## src/rtl/macc_pkg.sv

```systemverilog
// Shared definitions for the matrix-accelerator sequencer.
// Contents:
//   state_t            - sequencer state encoding
//   BUF_A/BUF_B/BUF_C  - bit positions of the A, B and C buffers in the wen/ren strobe vectors
//   log2_dim()         - ceil(log2) helper used to split the counter into {i,j,k}
package macc_pkg;

    typedef enum logic [2:0] {
        ST_IDLE    = 3'd0,
        ST_LOAD_A  = 3'd1,
        ST_LOAD_B  = 3'd2,
        ST_COMPUTE = 3'd3,
        ST_FLUSH   = 3'd4,
        ST_DRAIN   = 3'd5,
        ST_DONE    = 3'd6
    } state_t;

    localparam logic [1:0] BUF_A = 2'd0;
    localparam logic [1:0] BUF_B = 2'd1;
    localparam logic [1:0] BUF_C = 2'd2;

    // Number of bits needed to index dim entries (dim is a power of two).
    function automatic int log2_dim(input int dim);
        int r;
        r = 32'sd0;
        for (int b = 0; b < 31; b++) begin
            if ((32'sd1 << b) < dim) begin
                r = b + 32'sd1;
            end else begin
                r = r;
            end
        end
        return r;
    endfunction

endpackage

```

## src/rtl/macc_seq_if.sv

```systemverilog
// Handshake and buffer-control bundle between the sequencer and its environment.
// master: the sequencer (drives status, in_ready, out_valid, buffer strobes/addresses, MAC controls)
// slave : the environment (drives start, in_valid, out_ready; observes everything else)
interface macc_seq_if #(
    parameter int ADDR_W = 4
);
    logic              start;
    logic              busy;
    logic              done;
    logic              in_valid;
    logic              in_ready;
    logic              out_valid;
    logic              out_ready;
    logic [2:0]        wen;
    logic [2:0]        ren;
    logic [ADDR_W-1:0] addr_a;
    logic [ADDR_W-1:0] addr_b;
    logic [ADDR_W-1:0] addr_c;
    logic              mac_clr;
    logic              mac_en;

    modport master (
        input  start, in_valid, out_ready,
        output busy, done, in_ready, out_valid, wen, ren,
               addr_a, addr_b, addr_c, mac_clr, mac_en
    );

    modport slave (
        output start, in_valid, out_ready,
        input  busy, done, in_ready, out_valid, wen, ren,
               addr_a, addr_b, addr_c, mac_clr, mac_en
    );
endinterface

```

## src/rtl/macc_delay_line.sv

```systemverilog
// Fixed-depth shift register that carries {valid, addr_c} from the last MAC
// issue of an element to the cycle its accumulated result reaches the C buffer.
// Ports:
//   clk, rst (sync, active-high) - clock and reset; reset empties every stage
//   din  [WIDTH]                 - entry captured every cycle
//   dout [WIDTH]                 - entry captured DEPTH cycles earlier
module macc_delay_line #(
    parameter int DEPTH = 2,
    parameter int WIDTH = 5
) (
    input  logic             clk,
    input  logic             rst,
    input  logic [WIDTH-1:0] din,
    output logic [WIDTH-1:0] dout
);

    logic [WIDTH-1:0] stage_r [DEPTH];

    // Shift one stage per cycle; reset flushes pending writes so none escape after an abort.
    always_ff @(posedge clk) begin
        if (rst) begin
            for (int s = 0; s < DEPTH; s++) begin
                stage_r[s] <= {WIDTH{1'b0}};
            end
        end else begin
            stage_r[0] <= din;
            for (int s = 1; s < DEPTH; s++) begin
                stage_r[s] <= stage_r[s-1];
            end
        end
    end

    assign dout = stage_r[DEPTH-1];

endmodule

```

## src/rtl/macc_seq.sv

```systemverilog
// Matrix-accelerator sequencer: loads A then B, issues the DIM^3 MAC read
// schedule, writes C after MAC_LAT cycles, then drains C over valid/ready.
// Ports:
//   clk, rst (sync, active-high)
//   bus (macc_seq_if.master): start/busy/done, input stream handshake,
//       output stream handshake, buffer wen/ren/addresses, mac_clr/mac_en
module macc_seq
    import macc_pkg::*;
#(
    parameter int DIM     = 4,
    parameter int ADDR_W  = 4,
    parameter int MAC_LAT = 2
) (
    input  logic       clk,
    input  logic       rst,
    macc_seq_if.master bus
);

    localparam int L     = log2_dim(DIM);
    localparam int CNT_W = 3 * L;
    localparam int FL    = MAC_LAT - 32'sd1;
    localparam logic [CNT_W-1:0] CNT_ONE    = {{(CNT_W-1){1'b0}}, 1'b1};
    localparam logic [CNT_W-1:0] FLUSH_LAST = CNT_W'(FL);

    state_t            state_r;
    logic [CNT_W-1:0]  cnt_r;
    logic              rd_done_r;
    logic              out_valid_r;
    logic              busy_r;
    logic              done_r;
    logic              in_ready_r;

    logic [L-1:0]      i_s, j_s, k_s;
    logic [ADDR_W-1:0] ld_addr_s;
    logic              accept_s, ld_last_s, cmp_last_s, flush_last_s;
    logic              rd_issue_s, out_accept_s;
    logic [ADDR_W:0]   dl_in_s, dl_out_s;

    logic [2:0]        wen_s, ren_s;
    logic [ADDR_W-1:0] addr_a_s, addr_b_s, addr_c_s;
    logic              mac_clr_s, mac_en_s;

    // cnt doubles as load index, {i,j,k} issue counter, flush timer and drain read index.
    assign k_s          = cnt_r[L-1:0];
    assign j_s          = cnt_r[2*L-1:L];
    assign i_s          = cnt_r[3*L-1:2*L];
    assign ld_addr_s    = cnt_r[ADDR_W-1:0];
    assign ld_last_s    = &ld_addr_s;
    assign cmp_last_s   = &cnt_r;
    assign flush_last_s = (cnt_r == FLUSH_LAST);
    assign accept_s     = bus.in_valid & in_ready_r;
    // At most one C word is in flight, so a read may issue whenever the output slot frees up.
    assign rd_issue_s   = (state_r == ST_DRAIN) & ~rd_done_r & (~out_valid_r | bus.out_ready);
    assign out_accept_s = out_valid_r & bus.out_ready;

    // The final k of each element schedules the C write for {i,j}.
    assign dl_in_s = {(state_r == ST_COMPUTE) & (&k_s), i_s, j_s};

    macc_delay_line #(
        .DEPTH (MAC_LAT),
        .WIDTH (ADDR_W + 1)
    ) u_delay (
        .clk  (clk),
        .rst  (rst),
        .din  (dl_in_s),
        .dout (dl_out_s)
    );

    // Sequencer FSM, shared counter and the registered status/handshake outputs.
    always_ff @(posedge clk) begin
        if (rst) begin
            state_r     <= ST_IDLE;
            cnt_r       <= {CNT_W{1'b0}};
            rd_done_r   <= 1'b0;
            out_valid_r <= 1'b0;
            busy_r      <= 1'b0;
            done_r      <= 1'b0;
            in_ready_r  <= 1'b0;
        end else begin
            done_r <= 1'b0;
            case (state_r)
                ST_IDLE: begin
                    if (bus.start) begin
                        state_r    <= ST_LOAD_A;
                        cnt_r      <= {CNT_W{1'b0}};
                        busy_r     <= 1'b1;
                        in_ready_r <= 1'b1;
                    end
                end
                ST_LOAD_A: begin
                    if (accept_s) begin
                        if (ld_last_s) begin
                            state_r <= ST_LOAD_B;
                            cnt_r   <= {CNT_W{1'b0}};
                        end else begin
                            cnt_r <= cnt_r + CNT_ONE;
                        end
                    end
                end
                ST_LOAD_B: begin
                    if (accept_s) begin
                        if (ld_last_s) begin
                            state_r    <= ST_COMPUTE;
                            cnt_r      <= {CNT_W{1'b0}};
                            in_ready_r <= 1'b0;
                        end else begin
                            cnt_r <= cnt_r + CNT_ONE;
                        end
                    end
                end
                ST_COMPUTE: begin
                    // Natural wrap returns cnt to zero after the all-ones issue.
                    cnt_r <= cnt_r + CNT_ONE;
                    if (cmp_last_s) begin
                        state_r <= ST_FLUSH;
                    end
                end
                ST_FLUSH: begin
                    if (flush_last_s) begin
                        state_r   <= ST_DRAIN;
                        cnt_r     <= {CNT_W{1'b0}};
                        rd_done_r <= 1'b0;
                    end else begin
                        cnt_r <= cnt_r + CNT_ONE;
                    end
                end
                ST_DRAIN: begin
                    if (rd_issue_s) begin
                        cnt_r       <= cnt_r + CNT_ONE;
                        out_valid_r <= 1'b1;
                        if (ld_last_s) begin
                            rd_done_r <= 1'b1;
                        end
                    end else if (bus.out_ready) begin
                        out_valid_r <= 1'b0;
                    end
                    // With every read issued, the accepted word is the last one.
                    if (out_accept_s && rd_done_r) begin
                        state_r <= ST_DONE;
                        done_r  <= 1'b1;
                    end
                end
                ST_DONE: begin
                    state_r   <= ST_IDLE;
                    busy_r    <= 1'b0;
                    rd_done_r <= 1'b0;
                end
                default: begin
                    state_r     <= ST_IDLE;
                    busy_r      <= 1'b0;
                    in_ready_r  <= 1'b0;
                    out_valid_r <= 1'b0;
                end
            endcase
        end
    end

    // Buffer strobe/address decode; combinational so writes coincide with the input accept and reads with the output slot freeing.
    always_comb begin
        wen_s     = 3'b000;
        ren_s     = 3'b000;
        addr_a_s  = {ADDR_W{1'b0}};
        addr_b_s  = {ADDR_W{1'b0}};
        addr_c_s  = {ADDR_W{1'b0}};
        mac_clr_s = 1'b0;
        mac_en_s  = 1'b0;
        if (rst) begin
            // An abort silences every strobe immediately.
            wen_s = 3'b000;
        end else begin
            case (state_r)
                ST_LOAD_A: begin
                    wen_s[BUF_A] = accept_s;
                    addr_a_s     = ld_addr_s;
                end
                ST_LOAD_B: begin
                    wen_s[BUF_B] = accept_s;
                    addr_b_s     = ld_addr_s;
                end
                ST_COMPUTE: begin
                    ren_s[BUF_A] = 1'b1;
                    ren_s[BUF_B] = 1'b1;
                    mac_en_s     = 1'b1;
                    mac_clr_s    = (k_s == {L{1'b0}});
                    addr_a_s     = {i_s, k_s};
                    addr_b_s     = {k_s, j_s};
                end
                ST_DRAIN: begin
                    if (rd_issue_s) begin
                        ren_s[BUF_C] = 1'b1;
                        addr_c_s     = ld_addr_s;
                    end else begin
                        ren_s[BUF_C] = 1'b0;
                    end
                end
                default: begin
                    wen_s = 3'b000;
                end
            endcase
            if (dl_out_s[ADDR_W]) begin
                wen_s[BUF_C] = 1'b1;
                addr_c_s     = dl_out_s[ADDR_W-1:0];
            end else begin
                wen_s[BUF_C] = 1'b0;
            end
        end
    end

    assign bus.busy      = busy_r;
    assign bus.done      = done_r;
    assign bus.in_ready  = in_ready_r;
    assign bus.out_valid = out_valid_r;
    assign bus.wen       = wen_s;
    assign bus.ren       = ren_s;
    assign bus.addr_a    = addr_a_s;
    assign bus.addr_b    = addr_b_s;
    assign bus.addr_c    = addr_c_s;
    assign bus.mac_clr   = mac_clr_s;
    assign bus.mac_en    = mac_en_s;

endmodule

```

## src/flat_wrapper.sv

```systemverilog
// flat-port wrapper written by rule: the top's interface ports become plain ports
module macc_seq_flat import macc_pkg::*;
#(
    parameter int DIM     = 4,
    parameter int ADDR_W  = 4,
    parameter int MAC_LAT = 2
)
  (clk, rst, bus_start, bus_in_valid, bus_out_ready, bus_busy, bus_done, bus_in_ready, bus_out_valid, bus_wen, bus_ren, bus_addr_a, bus_addr_b, bus_addr_c, bus_mac_clr, bus_mac_en);
  macc_seq_if #(.ADDR_W(ADDR_W)) bus_i ();
  input  logic clk;
  input  logic rst;
  input wire logic [$bits(bus_i.start)-1:0] bus_start;
  input wire logic [$bits(bus_i.in_valid)-1:0] bus_in_valid;
  input wire logic [$bits(bus_i.out_ready)-1:0] bus_out_ready;
  output wire logic [$bits(bus_i.busy)-1:0] bus_busy;
  output wire logic [$bits(bus_i.done)-1:0] bus_done;
  output wire logic [$bits(bus_i.in_ready)-1:0] bus_in_ready;
  output wire logic [$bits(bus_i.out_valid)-1:0] bus_out_valid;
  output wire logic [$bits(bus_i.wen)-1:0] bus_wen;
  output wire logic [$bits(bus_i.ren)-1:0] bus_ren;
  output wire logic [$bits(bus_i.addr_a)-1:0] bus_addr_a;
  output wire logic [$bits(bus_i.addr_b)-1:0] bus_addr_b;
  output wire logic [$bits(bus_i.addr_c)-1:0] bus_addr_c;
  output wire logic [$bits(bus_i.mac_clr)-1:0] bus_mac_clr;
  output wire logic [$bits(bus_i.mac_en)-1:0] bus_mac_en;
  assign bus_i.start = bus_start;
  assign bus_i.in_valid = bus_in_valid;
  assign bus_i.out_ready = bus_out_ready;
  assign bus_busy = bus_i.busy;
  assign bus_done = bus_i.done;
  assign bus_in_ready = bus_i.in_ready;
  assign bus_out_valid = bus_i.out_valid;
  assign bus_wen = bus_i.wen;
  assign bus_ren = bus_i.ren;
  assign bus_addr_a = bus_i.addr_a;
  assign bus_addr_b = bus_i.addr_b;
  assign bus_addr_c = bus_i.addr_c;
  assign bus_mac_clr = bus_i.mac_clr;
  assign bus_mac_en = bus_i.mac_en;
  macc_seq #(.DIM(DIM), .ADDR_W(ADDR_W), .MAC_LAT(MAC_LAT)) u_core (.clk(clk), .rst(rst), .bus(bus_i));
endmodule
```

## config.mk

```make
export PLATFORM = sky130hd
export DESIGN_NAME = macc_seq_flat
export DESIGN_NICKNAME = d
export VERILOG_FILES = /design/src/rtl/macc_pkg.sv /design/src/rtl/macc_seq_if.sv /design/src/rtl/macc_delay_line.sv /design/src/rtl/macc_seq.sv /design/src/flat_wrapper.sv
export SDC_FILE = /design/constraint.sdc
export NUM_CORES = 1
export LEC_CHECK = 0
export BUFFER_PORTS_ARGS = -buffer_cell sky130_fd_sc_hd__clkbuf_2
export CAP_MARGIN = 40
export CORE_MARGIN = 3
export CORE_UTILIZATION = 40
export CTS_CLUSTER_DIAMETER = 200
export DETAILED_ROUTE_END_ITERATION = 6
export SETUP_SLACK_MARGIN = 0.1
export SLEW_MARGIN = 40
export SYNTH_ARGS = -nofsm -noshare
export SYNTH_HDL_FRONTEND = slang
export SYNTH_SLANG_ARGS = --single-unit
```

## constraint.sdc

```tcl
create_clock -name clk -period 5.8 [get_ports clk]
set_input_delay 0.29 -clock clk [delete_from_list [all_inputs] [get_ports clk]]
set_output_delay 0.29 -clock clk [all_outputs]
set_load 0.01 [all_outputs]
```

==> impl_metrics.json <==
{
  "status": "finished clean",
  "grt_pass1_vias": 1221,
  "place_inst": 245,
  "antenna_cells": 0,
  "drv_cap": 0,
  "routabilityCongestion": 0.801,
  "htree_levels": 1,
  "hold_path_depth": 3,
  "hold_class": "primary input to flop",
  "syn_area_um2": 1460,
  "grt_usage_pct": 16.8,
  "clockPowerShare_pct": 30.1,
  "rsz0062_at_grt": "no",
  "avgSynthCellArea_um2": 7.99,
  "ctsResizeCount": 0,
  "setup_viol": 0,
  "port_buffers": 28,
  "via_count": 1335,
  "ys_seq_area_share_pct": 32.9,
  "synth_edf_count": 0,
  "ys.flop_type": "dfxtp_1",
  "drc": 0,
  "clockRootBuffer": "clkbuf_4",
  "antenna_found_initial": 0,
  "cts_hold_buf": 0,
  "final_hold_viol_count": 0,
  "fillCellCount": 362,
  "first_iter_violations": 69,
  "fin_skew_ns": 0.00572,
  "drtAntennaViolNets": 0,
  "holdCritStartpoint": "bus_out_ready",
  "reg2reg_depth": 7,
  "cts_buffers": 3,
  "p_sw_share_pct": 25.6,
  "yosysTopAreaCellShare_pct": 32.9,
  "p_int_uw": 219,
  "power_density_nw_per_um2": 181,
  "wl_per_cell_um": 13.3,
  "layout-drive-gt1-share_pct": 21.7,
  "ys_warn_count": 0,
  "cp_data_required_time_ns": 5.51,
  "r2r_end": "u_core.cnt_r[4]",
  "cp.arrival_ns": 2.07,
  "die_x_um": 66.4,
  "synthCells": 183,
  "clk_latency_ns": 0.31,
  "grt_max_degree": 27,
  "yosysTopAreaCell": "dfxtp_1",
  "peakVddDrop_v": 0.0000798,
  "min_to": "u_core.bus.done",
  "slew_headroom_pct": 61.5,
  "numClockSinks": 24,
  "ios": 29,
  "tns_ns": 0,
  "via_per_inst": 5.36,
  "cts_tree": "yes",
  "power_switching_uw": 75.3,
  "slew_violations": 0,
  "fin_crit_ns": 2.36,
  "seqPwrFrac_pct": 59.6,
  "clock.fmax_mhz": 424,
  "nets": 213,
  "core_um2": 3420,
  "synth-seq-cells": 24,
  "crit_path_max_fanout": 14,
  "area_growth_syn_to_layout_pct": 11.6,
  "dpl.hpwl_um": 2440,
  "grt_pass1_wl_um": 5790,
  "worst_slack_ns": 3.44,
  "critPathLaunchType": "flop",
  "cts_setup_buffers": 0,
  "grt_overflow_total": 0,
  "fin_crit_sh_pct": 40.7,
  "combPwrFrac_pct": 10.3,
  "tightest_slew_ns": 0.577,
  "syn-num-nets": 192,
  "fp.dieH_um": 66.4,
  "stdcell_count": 249,
  "synth-async-reset-ratio_pct": 0,
  "clock_path_buffers": 2,
  "power.static_leakage_uw": 0.000649,
  "cp-end-kind": "output port",
  "r2r_slack_ns": 3.77,
  "synth_area_leaders": "dfxtp_1 (33%), nor2_1 (5.7%), mux2i_1 (5.5%)",
  "ys_types": 46,
  "first_pass_iters": 4,
  "place_ws_ns": 3.58,
  "initial_core_util_pct": 42.8,
  "rows": 21,
  "dieArea_um2": 4410,
  "wirelength_um": 3320,
  "clk_pin_slew_ns": 0.13,
  "timing.rr.start": "u_core.cnt_r[0]",
  "criticalPathCategory": "flop to output port"
}
kinds of logic (layout without fill, tap and decap cells):
group                    Yosys count  count (layout)  synth area share [%]
AO/OA/AOI/OAI                     36              36                  17.0
adder cells (fa/ha/maj)            4               4                  3.42
buffers and inverters             19              39                  6.76
flip-flops                        24              24                  32.9
multiplexers                       8               8                  5.48
AND/OR/NAND/NOR                   92              92                  34.4
registers in the layout (all words and copies together) (netlist names):
signal	count
u_core.state_r	3
u_core.bus.in_ready	1
u_core.u_delay.stage_r	10
u_core.bus.busy	1
u_core.bus.out_valid	1
u_core.rd_done_r	1
u_core.cnt_r	6
u_core.bus.done	1
worst max-delay path, cell delays in order, from the launching register on:
cell,delay [ns]
dfxtp_1,0.71
nand2_1,0.26
nor3b_2,0.35
nand3b_1,0.13
a21oi_1,0.16
clkbuf_2,0.15
stage by stage:
| stage | power (µW) | instance area, µm² | util [%] | hold slack [ns] |
|---|---|---|---|---|
| 6_report | 294 | 1630 | 47.7 | 0.239 |
| 5_1_grt | 310 | 1630 | 47.7 | 0.261 |
| 4_1_cts | 298 | 1630 | 47.7 | 0.222 |
| 3_5_place_dp | 209 | 1590 | 46.6 | 0.425 |
| 3_3_place_gp | 208 | 1590 | 46.6 | 0.420 |
| 2_1_floorplan | 201 | 1460 | - | 0.414 |
per-layer routing:
| layer | global-route usage (%) | up-vias | part of all wire [%] |
|---|---|---|---|
| li1 | - | 682 | - |
| met1 | 22.6 | 614 | 48 |
| met2 | 27.3 | 37 | 46 |
| met3 | 3.91 | 2 | 5.3 |
| met4 | 3.81 | 0 | 0.69 |
| met5 | 0 | - | 0 |
layout by cell type (no fill, tap or decap), types with 2 or more instances in the layout:
cell | Yosys | final
clkbuf_4 | 0 | 3
nor2b_1 | 11 | 11
dfxtp_2 | 0 | 2
dfxtp_1 | 24 | 22
a22o_1 | 2 | 2
mux2i_1 | 8 | 8
and3_1 | 6 | 6
and2_1 | 2 | 2
o21ai_0 | 5 | 5
nand2b_1 | 3 | 3
a21oi_1 | 15 | 15
clkbuf_2 | 1 | 28
nand3b_1 | 4 | 4
ha_1 | 4 | 4
inv_1 | 5 | 5
o21ai_1 | 2 | 2
nor2_1 | 22 | 22
nor3_1 | 6 | 6
a31oi_1 | 2 | 2
nand3_1 | 14 | 14
nand2_1 | 12 | 12
or3_1 | 2 | 2
cell usage after synthesis, types with 2 or more instances:
master	instances
buf_2	5
nand3b_1	4
ha_1	4
nor2_1	22
nand3_1	14
inv_1	5
nand2_1	12
or3_1	2
and3_1	6
and2_1	2
o21ai_1	2
o21ai_0	5
a21oi_1	15
mux2i_1	8
a31oi_1	2
clkbuf_1	3
a22o_1	2
dfxtp_1	24
nand2b_1	3
nor3_1	6
buf_4	2
nor2b_1	11
worst max path at each step:
stage                       from              end  slack (ns)  cells past startpoint
2_1_floorplan    u_core.cnt_r[0]  u_core.cnt_r[4]        3.99                      7
3_3_place_gp   u_core.state_r[0]    bus_addr_c[0]        3.66                      5
3_5_place_dp   u_core.state_r[0]    bus_addr_c[0]        3.58                      5
4_1_cts        u_core.state_r[0]    bus_addr_c[0]        3.21                      5
5_1_grt        u_core.state_r[2]    bus_addr_c[0]        3.18                      5
6_report       u_core.state_r[2]    bus_addr_c[0]        3.44                      5
final cells by class:
cell class | count | area, µm² | share of cell area, %
timing repair buffer | 28 | 140 | 8.60
sequential | 24 | 483 | 29.6
multi-input combinational | 140 | 882 | 54.1
inverter | 7 | 31.3 | 1.92
tap | 46 | 57.6 | 3.53
clock buffer | 4 | 36.3 | 2.23
power groups by stage:
stage	Clock [µW]	Sequential (µW)	Combinational, µW
floorplan	0	175	25.7
global placement	0	179	29.8
detailed placement	0	179	30.4
CTS	92.5	175	30.4
global route	99.4	177	34.0
finish	88.7	175	30.3
Note: power is estimated with default switching activity, not from simulation.
